File: src/rtl/key_scan_ctrl_if.sv
// Hit-event channel from key_scan_ctrl to the judge logic.
// Handshake: a transfer happens on a clk edge where evt_valid && evt_ready; while evt_valid && !evt_ready the master holds evt_valid and evt_lane stable.
interface key_scan_ctrl_if #(
    parameter int LANES = 4
) ();
    localparam int LW = $clog2(LANES);

    logic          evt_valid;
    logic [LW-1:0] evt_lane;
    logic          evt_ready;

    modport master (output evt_valid, output evt_lane, input evt_ready);
    modport slave  (input evt_valid, input evt_lane, output evt_ready);
endinterface

File: src/rtl/key_scan_ctrl.sv
// Four-lane button front end: synchronizer, shared sample tick, per-lane debounce,
// press detection, pending flags and a round-robin arbiter feeding one event channel.
module key_scan_ctrl #(
    parameter int LANES      = 4,
    parameter int SAMPLE_DIV = 100000,
    parameter int STABLE_CNT = 4
) (
    input  logic             clk,
    input  logic             rst_n,
    input  logic [LANES-1:0] btn_raw,
    input  logic             enable,
    output logic [LANES-1:0] lvl,
    output logic             overrun,
    key_scan_ctrl_if.master  evt
);
    localparam int LW = $clog2(LANES);
    localparam int DW = $clog2(SAMPLE_DIV);
    localparam int CW = $clog2(STABLE_CNT) + 1;
    localparam logic [DW-1:0] DIV_LAST = DW'(SAMPLE_DIV - 1);
    localparam logic [CW-1:0] CNT_LAST = CW'(STABLE_CNT - 1);

    logic [LANES-1:0] r_sync1, r_sync2;
    logic [DW-1:0]    r_div;
    logic [CW-1:0]    r_cnt [LANES];
    logic [LANES-1:0] r_lvl;
    logic [LANES-1:0] r_pend;
    logic [LW-1:0]    r_ptr;
    logic             r_evt_valid;
    logic [LW-1:0]    r_evt_lane;
    logic             r_overrun;

    logic             w_tick;
    logic [LANES-1:0] w_lvl_nxt;
    logic [CW-1:0]    w_cnt_nxt [LANES];
    logic [LANES-1:0] w_press;
    logic             w_slot_free;
    logic [LW-1:0]    w_scan_idx;
    logic [LW-1:0]    w_gnt_idx;
    logic             w_gnt_any;
    logic [LANES-1:0] w_gnt_mask;
    logic [LANES-1:0] w_pend_nxt;
    logic             w_overrun;

    assign w_tick      = (r_div == DIV_LAST);
    assign w_slot_free = !r_evt_valid || evt.evt_ready;

    // A lane's level flips only after STABLE_CNT consecutive ticks that disagree with it.
    always_comb begin
        w_lvl_nxt = r_lvl;
        for (int i = 0; i < LANES; i++) begin
            w_cnt_nxt[i] = r_cnt[i];
            if (w_tick) begin
                if (r_sync2[i] == r_lvl[i]) begin
                    w_cnt_nxt[i] = '0;
                end else if (r_cnt[i] == CNT_LAST) begin
                    w_lvl_nxt[i] = ~r_lvl[i];
                    w_cnt_nxt[i] = '0;
                end else begin
                    w_cnt_nxt[i] = r_cnt[i] + CW'(1);
                end
            end
        end
        w_press = w_lvl_nxt & ~r_lvl;
    end

    always_comb begin
        w_scan_idx = '0;
        w_gnt_idx  = '0;
        w_gnt_any  = 1'b0;
        for (int k = 1; k <= LANES; k++) begin
            w_scan_idx = LW'((int'(r_ptr) + k) % LANES);
            if (!w_gnt_any && r_pend[w_scan_idx]) begin
                w_gnt_any = 1'b1;
                w_gnt_idx = w_scan_idx;
            end
        end
        if (!enable || !w_slot_free) begin
            w_gnt_any = 1'b0;
        end
    end

    // A press on the lane being granted this cycle re-arms it instead of counting as lost.
    always_comb begin
        w_gnt_mask = w_gnt_any ? ({{(LANES-1){1'b0}}, 1'b1} << w_gnt_idx) : '0;
        if (!enable) begin
            w_pend_nxt = '0;
            w_overrun  = 1'b0;
        end else begin
            w_pend_nxt = (r_pend & ~w_gnt_mask) | w_press;
            w_overrun  = |(w_press & r_pend & ~w_gnt_mask);
        end
    end

    always_ff @(posedge clk or negedge rst_n) begin
        if (!rst_n) begin
            r_sync1     <= '0;
            r_sync2     <= '0;
            r_div       <= '0;
            r_lvl       <= '0;
            r_pend      <= '0;
            r_ptr       <= LW'(LANES - 1);
            r_evt_valid <= 1'b0;
            r_evt_lane  <= '0;
            r_overrun   <= 1'b0;
            for (int i = 0; i < LANES; i++) begin
                r_cnt[i] <= '0;
            end
        end else begin
            r_sync1   <= btn_raw;
            r_sync2   <= r_sync1;
            r_div     <= w_tick ? '0 : r_div + DW'(1);
            r_lvl     <= w_lvl_nxt;
            r_pend    <= w_pend_nxt;
            r_overrun <= w_overrun;
            for (int i = 0; i < LANES; i++) begin
                r_cnt[i] <= w_cnt_nxt[i];
            end
            if (!enable) begin
                r_evt_valid <= 1'b0;
            end else if (w_slot_free) begin
                r_evt_valid <= w_gnt_any;
                if (w_gnt_any) begin
                    r_evt_lane <= w_gnt_idx;
                    r_ptr      <= w_gnt_idx;
                end
            end
        end
    end

    assign lvl           = r_lvl;
    assign overrun       = r_overrun;
    assign evt.evt_valid = r_evt_valid;
    assign evt.evt_lane  = r_evt_lane;

endmodule
File: src/flat_wrapper.sv
// flat-port wrapper written by rule: the top's interface ports become plain ports
module key_scan_ctrl_flat 
#(
    parameter int LANES      = 4,
    parameter int SAMPLE_DIV = 100000,
    parameter int STABLE_CNT = 4
)
  (clk, rst_n, btn_raw, enable, lvl, overrun, evt_evt_valid, evt_evt_lane, evt_evt_ready);
  key_scan_ctrl_if #(.LANES(LANES)) evt_i ();
  input  logic clk;
  input  logic rst_n;
  input  logic [LANES-1:0] btn_raw;
  input  logic enable;
  output logic [LANES-1:0] lvl;
  output logic overrun;
  output wire logic [$bits(evt_i.evt_valid)-1:0] evt_evt_valid;
  output wire logic [$bits(evt_i.evt_lane)-1:0] evt_evt_lane;
  input wire logic [$bits(evt_i.evt_ready)-1:0] evt_evt_ready;
  assign evt_evt_valid = evt_i.evt_valid;
  assign evt_evt_lane = evt_i.evt_lane;
  assign evt_i.evt_ready = evt_evt_ready;
  key_scan_ctrl #(.LANES(LANES), .SAMPLE_DIV(SAMPLE_DIV), .STABLE_CNT(STABLE_CNT)) u_core (.clk(clk), .rst_n(rst_n), .btn_raw(btn_raw), .enable(enable), .lvl(lvl), .overrun(overrun), .evt(evt_i));
endmodule
File: config.mk
export PLATFORM = sky130hd
export DESIGN_NAME = key_scan_ctrl_flat
export DESIGN_NICKNAME = d
export VERILOG_FILES = /design/src/rtl/key_scan_ctrl_if.sv /design/src/rtl/key_scan_ctrl.sv /design/src/flat_wrapper.sv
export SDC_FILE = /design/constraint.sdc
export NUM_CORES = 1
export LEC_CHECK = 0
export CAP_MARGIN = 25
export CORE_MARGIN = 4
export CORE_UTILIZATION = 48
export DETAILED_ROUTE_END_ITERATION = 8
export PLACE_DENSITY_LB_ADDON = 0.1
export SLEW_MARGIN = 5
export SYNTH_ARGS = -nofsm -noshare
export SYNTH_HDL_FRONTEND = slang
export SYNTH_SLANG_ARGS = --single-unit
File: constraint.sdc
create_clock -name clk -period 2.97 [get_ports clk]
set_input_delay 0.7425 -clock clk [delete_from_list [all_inputs] [get_ports clk]]
set_output_delay 0.7425 -clock clk [all_outputs]
set_load 0.02 [all_outputs]
==> results of run 1 <==
## cells by family (layout without fill, tap and decap cells)
group	count (synthesis)	in the layout
xor+xnor	19	19
buf+inv	8	30
flops	51	51
mux	6	6
simple gates	101	101
compound gates	26	26
fa+ha+maj	5	5
## stage by stage
| step | power [mW] | worst slack [ps] |
|---|---|---|
| after detailed placement | 0.8046 | 816.8 |
| after global placement | 0.8018 | 848.5 |
| after floorplan | 0.7634 | 1246 |
| after CTS | 1.229 | 862.7 |
| final | 1.207 | 887.4 |
| after global routing | 1.268 | 777.6 |
## routing by layer
metal | GRT usage | vias to the layer above
li1 | - | 798
met1 | 0.2014 | 782
met2 | 0.2720 | 33
met3 | 0.03712 | 5
met4 | 0.04270 | 0
met5 | 0 | -
## registers in the layout (all words and copies together) (netlist names)
signal,count
u_core.lvl,4
u_core.evt.evt_valid,1
u_core.r_pend,4
u_core.overrun,1
u_core.r_cnt,12
u_core.r_div,17
u_core.evt.evt_lane,2
u_core.r_sync1,4
u_core.r_sync2,4
u_core.r_ptr,2
## cell type report
cell class              count  area [um2]  area share
flip-flops and latches     51        1279      0.4864
clock inverters             2       16.27    0.006188
well taps                  54       67.56     0.02570
repair buffers             18       167.7     0.06378
clock buffers               6       82.58     0.03141
inverters                   4       15.01    0.005712
multi-input cells         157        1001      0.3808
## synth_stat cells (2+ instances only)
library cell	count	area, um2
a21oi_1	5	25.02
and3_1	3	18.77
and3b_1	3	26.28
and4_1	2	17.52
buf_2	2	10.01
dfrtp_1	49	1226
dfstp_2	2	52.55
ha_1	5	62.56
inv_1	4	15.01
mux2_2	6	67.56
nand2_1	30	112.6
nand2b_1	4	25.02
nand3_1	9	45.04
nand3b_1	3	22.52
nand4_1	6	37.54
nor2_1	22	82.58
nor2b_1	6	37.54
nor4_1	2	12.51
nor4b_1	2	17.52
o2111ai_1	4	35.03
o21a_1	3	22.52
o21ai_0	7	35.03
xnor2_1	12	105.1
xor2_1	7	61.31
## power groups by stage
| stage | sequential [mW] | clock [mW] | combinational, mW |
|---|---|---|---|
| final | 0.726 | 0.418 | 0.0624 |
| after global routing | 0.729 | 0.469 | 0.0703 |
| after CTS | 0.727 | 0.438 | 0.0644 |
| after detailed placement | 0.740 | 0 | 0.0642 |
| after global placement | 0.739 | 0 | 0.0624 |
| after floorplan | 0.745 | 0 | 0.0183 |
## worst max-delay path by stage
| stage | cells past startpoint | slack [ps] | to |
|---|---|---|---|
| floorplan | 5 | 1250 | u_core.lvl[0]$_DFF_PN0_ |
| global route | 4 | 780 | u_core.lvl[0]$_DFF_PN0_ |
| detailed placement | 5 | 820 | u_core.evt.evt_lane[0]$_DFFE_PN0P_ |
| finish | 1 | 890 | lvl[2] |
| CTS | 1 | 860 | lvl[2] |
| global placement | 5 | 850 | u_core.evt.evt_lane[0]$_DFFE_PN0P_ |
==> flow_summary.ini, run 1 <==
[run_status]
status = finished clean

[timing]
maxClockFrequency_ghz = 0.4802
final_max_slew_viol_count = 0
timing.max_slew.rel_slack = 0.5101
timing.clock.skew_ps = 5.393
worst-slew-pin-transition_ps = 725.3
min_period_over_period = 0.7012
final.setup.tns_ps = 0
final.hold.worst_slack_ps = 355.0
layout_min_cycle_time_ps = 2083
finalHoldViolCount = 0
setup_viol = 0
rsz0062_at_grt = no

[floorplan]
ios = 16
die_w_um = 77.46
start_util = 0.4936
floorplan.rows = 25
floorplan.die.height_um = 77.46
design.core.area_mm2 = 0.004692
die-area_mm2 = 0.006000

[setup_path]
worst_ep_required_time_ps = 2230
crit_path_start_kind = flip-flop
slowest_stage = clkdlybuf4s50_1
ff2ff_path_depth = 4
critical_path_buf_inv_count = 1
r2r_slack_ps = 930
timing.critical_path.to_type = primary output
critPathLaunch = u_core.lvl[2]$_DFF_PN0_
critPathKind = reg2out
timing.rr.start = u_core.r_div[6]$_DFF_PN0_
worstReg2RegEnd = u_core.lvl[0]$_DFF_PN0_
worstPathMaxFanout = 4
cpPeakStageDelay_ps = 630
crit_chain = clkdlybuf4s50_1
data_arrival_at_the_endpoint_of_the_critical_path_ps = 1340
crit_family = buffers and inverters

[route]
viasPerCell = 5.541
routed_wirelength_um = 4311
drt_first_iter_violations = 58
drt-wirelength-per-cell_um = 14.76
ant_nets = 0
drt-met1-wl_um = 2001
wl_met2_um = 2102
topRoutingLayerUsed = met4
route.met3.wl_um = 163
routed-via-count = 1618
drt_drc_violations_left = 0
drt_pass1_iterations = 4

[power_and_ir_drop]
switching_power_mw = 0.2725
power_density_mw_per_mm2 = 459.0
seq_pwr_share = 0.602
power.switching_fraction = 0.2258
comb_power_share = 0.052
vdd_ir_max_v = 0.0003318
static_leakage_nw = 1.199
cellInternalPower_mw = 0.9342
clock_power_frac = 0.346

[synthesis]
fraction_of_synthesized_cell_area_in_xor_and_xnor_cells = 0.07185
post_synth_and_or_nand_nor_area_fraction = 0.2280
synth.distinct_cells = 42
synth.yosys.warnings = 0
yosys.area_share.adder = 0.02701
synth_top_family_by_area = simple AND/OR/NAND/NOR gates
post_synth_mux_area_share = 0.02917
seq_area_frac_synth = 0.5521
synth_compound_gate_area_share = 0.07618
dominantRegCellSynth = dfrtp_1
fraction_of_registers_with_async_set_reset = 1.000
synth_area_mm2 = 0.002316
synthesis.area_per_instance_um2 = 10.72
number_of_enable_type_register_cells_in_the_synthesized_netlist = 0
synthesis.nets = 229
synth_cells = 216
ys_seq_elements = 51

[layout]
final_design_area_no_fill_mm2 = 0.002629
number_of_nets_in_the_finished_design = 250
layout_common_cells = 49 x dfrtp_1, 30 x nand2_1, 22 x nor2_1
n_fill_cell = 426
final_cells = 292
layout_commonest_cell = dfrtp_1
n_antenna_cell = 0
drive_above_1_share = 0.09664
area_delta_synth_final_pct = 13.51
final_core_util = 0.5603

[global_routing]
globalRouteTotalUtil = 0.1587
grt_pass1_wl_um = 7645
maximum_number_of_pins_on_one_net_before_global_route_repair = 52
grt_pass1_vias = 1665
grt_antenna_before_repair = 0
global_route.overflow_total = 0

[cts]
cts.sink_count = 51
clkSlewWorstSetupHoldPaths_ps = 90
clock_tree_from_tritoncts = yes
cts-hold-fix-buffers = 0
clockRootBuffer = clkbuf_8
cts_max_path_buffers = 2
numCtsBuffers = 5
cts_post_setup_buffers_inserted = 0
htree_levels = 2
post_cts_resized = 0
worstSkewPairLatency_ps = 300

[job]
max_cap_viols = 0

[placement]
gp_congestion = 0.8506
placement.io_buffers = 15
hpwl_detailed_um = 3044
placed_cells_incl_taps = 284
area_post_placement_mm2 = 0.002530

[hold_path]
worst_hold_path_type = reg2reg
worst_hold_startpoint = u_core.r_sync1[3]$_DFF_PN0_
holdPathStages = 0
min_delay_worst_endpoint = u_core.r_sync2[3]$_DFF_PN0_
(Power assumes the default switching activity.)
==> run 2: changes to the inputs <==
- clock period: 2.97 -> 1.95 ns (I/O delays scaled with it)
==> flow_summary.ini, run 2 (synthesized netlist as in run 1, its figures left out) <==
[setup_path]
slowest_stage = clkdlybuf4s50_1
data_arrival_at_the_endpoint_of_the_critical_path_ps = 1340
crit_chain = clkdlybuf4s50_1
critPathKind = reg2out
worstPathMaxFanout = 4
cpPeakStageDelay_ps = 640
critical_path_buf_inv_count = 1
timing.critical_path.to_type = primary output
crit_path_start_kind = flip-flop
worst_ep_required_time_ps = 1460
crit_family = buffers and inverters

[layout]
area_delta_synth_final_pct = 14.48
layout_top_registers = u_core.r_div (17), u_core.r_cnt (12)
number_of_nets_in_the_finished_design = 253
n_fill_cell = 410
largest_reg_flops = 17
regMostFlops = u_core.r_div
final_core_util = 0.5651
n_antenna_cell = 0
layout_commonest_cell = dfrtp_1
layout_common_cells = 49 x dfrtp_1, 30 x nand2_1, 22 x nor2_1
drive_above_1_share = 0.09544

[cts]
clkSlewWorstSetupHoldPaths_ps = 80
clock_tree_from_tritoncts = yes
cts-hold-fix-buffers = 0
cts_max_path_buffers = 2
clockRootBuffer = clkbuf_8
cts.sink_count = 51
htree_levels = 2
numCtsBuffers = 5
worstSkewPairLatency_ps = 290

[power_and_ir_drop]
power_density_mw_per_mm2 = 666.8
vdd_ir_max_v = 0.0004594
static_leakage_nw = 1.228

[hold_path]
worst_hold_path_type = in2async

[global_routing]
global_route.overflow_total = 0
grt_pass1_wl_um = 7590
grt_pass1_vias = 1644
globalRouteTotalUtil = 0.1566
maximum_number_of_pins_on_one_net_before_global_route_repair = 31
grt_antenna_before_repair = 0

[floorplan]
die-area_mm2 = 0.006000
die_w_um = 77.46
floorplan.rows = 25
floorplan.die.height_um = 77.46
ios = 16
design.core.area_mm2 = 0.004692
start_util = 0.4936

[timing]
final.setup.tns_ps = 0
setup_viol = 0
worst-slew-pin-transition_ps = 738.1
rsz0062_at_grt = no
timing.clock.skew_ps = 6.037
timing.max_slew.rel_slack = 0.5015
maxClockFrequency_ghz = 0.5481
layout_min_cycle_time_ps = 1825
final_max_slew_viol_count = 0
finalHoldViolCount = 0
min_period_over_period = 0.9357

[route]
routed-via-count = 1636
routed_wirelength_um = 4244
drt_pass1_iterations = 4
drt_drc_violations_left = 0
drt_first_iter_violations = 91
drt-wirelength-per-cell_um = 14.39
ant_nets = 0
viasPerCell = 5.546

[placement]
gp_congestion = 0.8858
hpwl_detailed_um = 3159
placement.io_buffers = 15

[run_status]
status = finished clean

[job]
max_cap_viols = 0
run 2: cell types whose count changed in the layout (fill, tap and decap cells not counted):
cell and delta:
clkinvlp_4 -1, clkbuf_8 -1, buf_4 +2, clkbuf_1 +3
clkinv_4 -1, buf_12 +1, nor3_4 +1, nor3_2 -1
run 2: layer usage:
metal / vias to the layer above / part of all wire / track usage
li1: 802 / - / -
met3: 4 / 0.032 / 0.03364
met4: 0 / 0.012 / 0.04448
met1: 808 / 0.47 / 0.1995
met5: - / 0 / 0
met2: 22 / 0.49 / 0.2686
run 2: path summary, 6_finish.rpt:
| kind | from | to | slack (ps) | cells after the start |
|---|---|---|---|---|
| max in group asynchronous | rst_n | u_core.r_ptr[0]$_DFFE_PN1P_ | 1210 | 2 |
| setup reg to reg | u_core.r_div[6]$_DFF_PN0_ | u_core.lvl[2]$_DFF_PN0_ | 140 | 5 |
| hold reg to reg | u_core.r_sync1[0]$_DFF_PN0_ | u_core.r_sync2[0]$_DFF_PN0_ | 350 | 0 |
| hold / removal | rst_n | u_core.r_div[6]$_DFF_PN0_ | 150 | 1 |
| min in group clk | u_core.r_sync1[0]$_DFF_PN0_ | u_core.r_sync2[0]$_DFF_PN0_ | 350 | 0 |
| setup / recovery | u_core.lvl[2]$_DFF_PN0_ | lvl[2] | 130 | 1 |
run 2: what timing repair did:
action,4_1_cts,5_1_grt
resized for setup,0,1
setup buffers,0,0
setup endpoints to repair,0,9
run 2: stage by stage:
step	cell area [um2]	hold WS (ps)	total power [mW]	cells	worst slack, ps
global placement	2565	332.6	1.225	287	83.37
finish	2651	153.7	1.768	295	125.4
floorplan	2316	191.9	1.163	216	226.2
detailed placement	2565	336.3	1.229	287	51.65
global route	2651	182.0	1.863	295	49.23
CTS	2645	159.3	1.803	295	100.7
run 2: layout make-up:
cell class                 count  area [um2]  share of cell area
sequential                    51        1279              0.4823
multi-input combinational    157        1007              0.3799
timing repair buffer          21       202.7             0.07645
clock buffer                   8       80.08             0.03020
tap                           54       67.56             0.02548
inverter                       4       15.01            0.005663
run 2: power breakdown:
group	internal, mW	switching (mW)
clock	0.255	0.308
sequential	1.09	0.0177
combinational	0.0463	0.0516
total	1.39	0.377
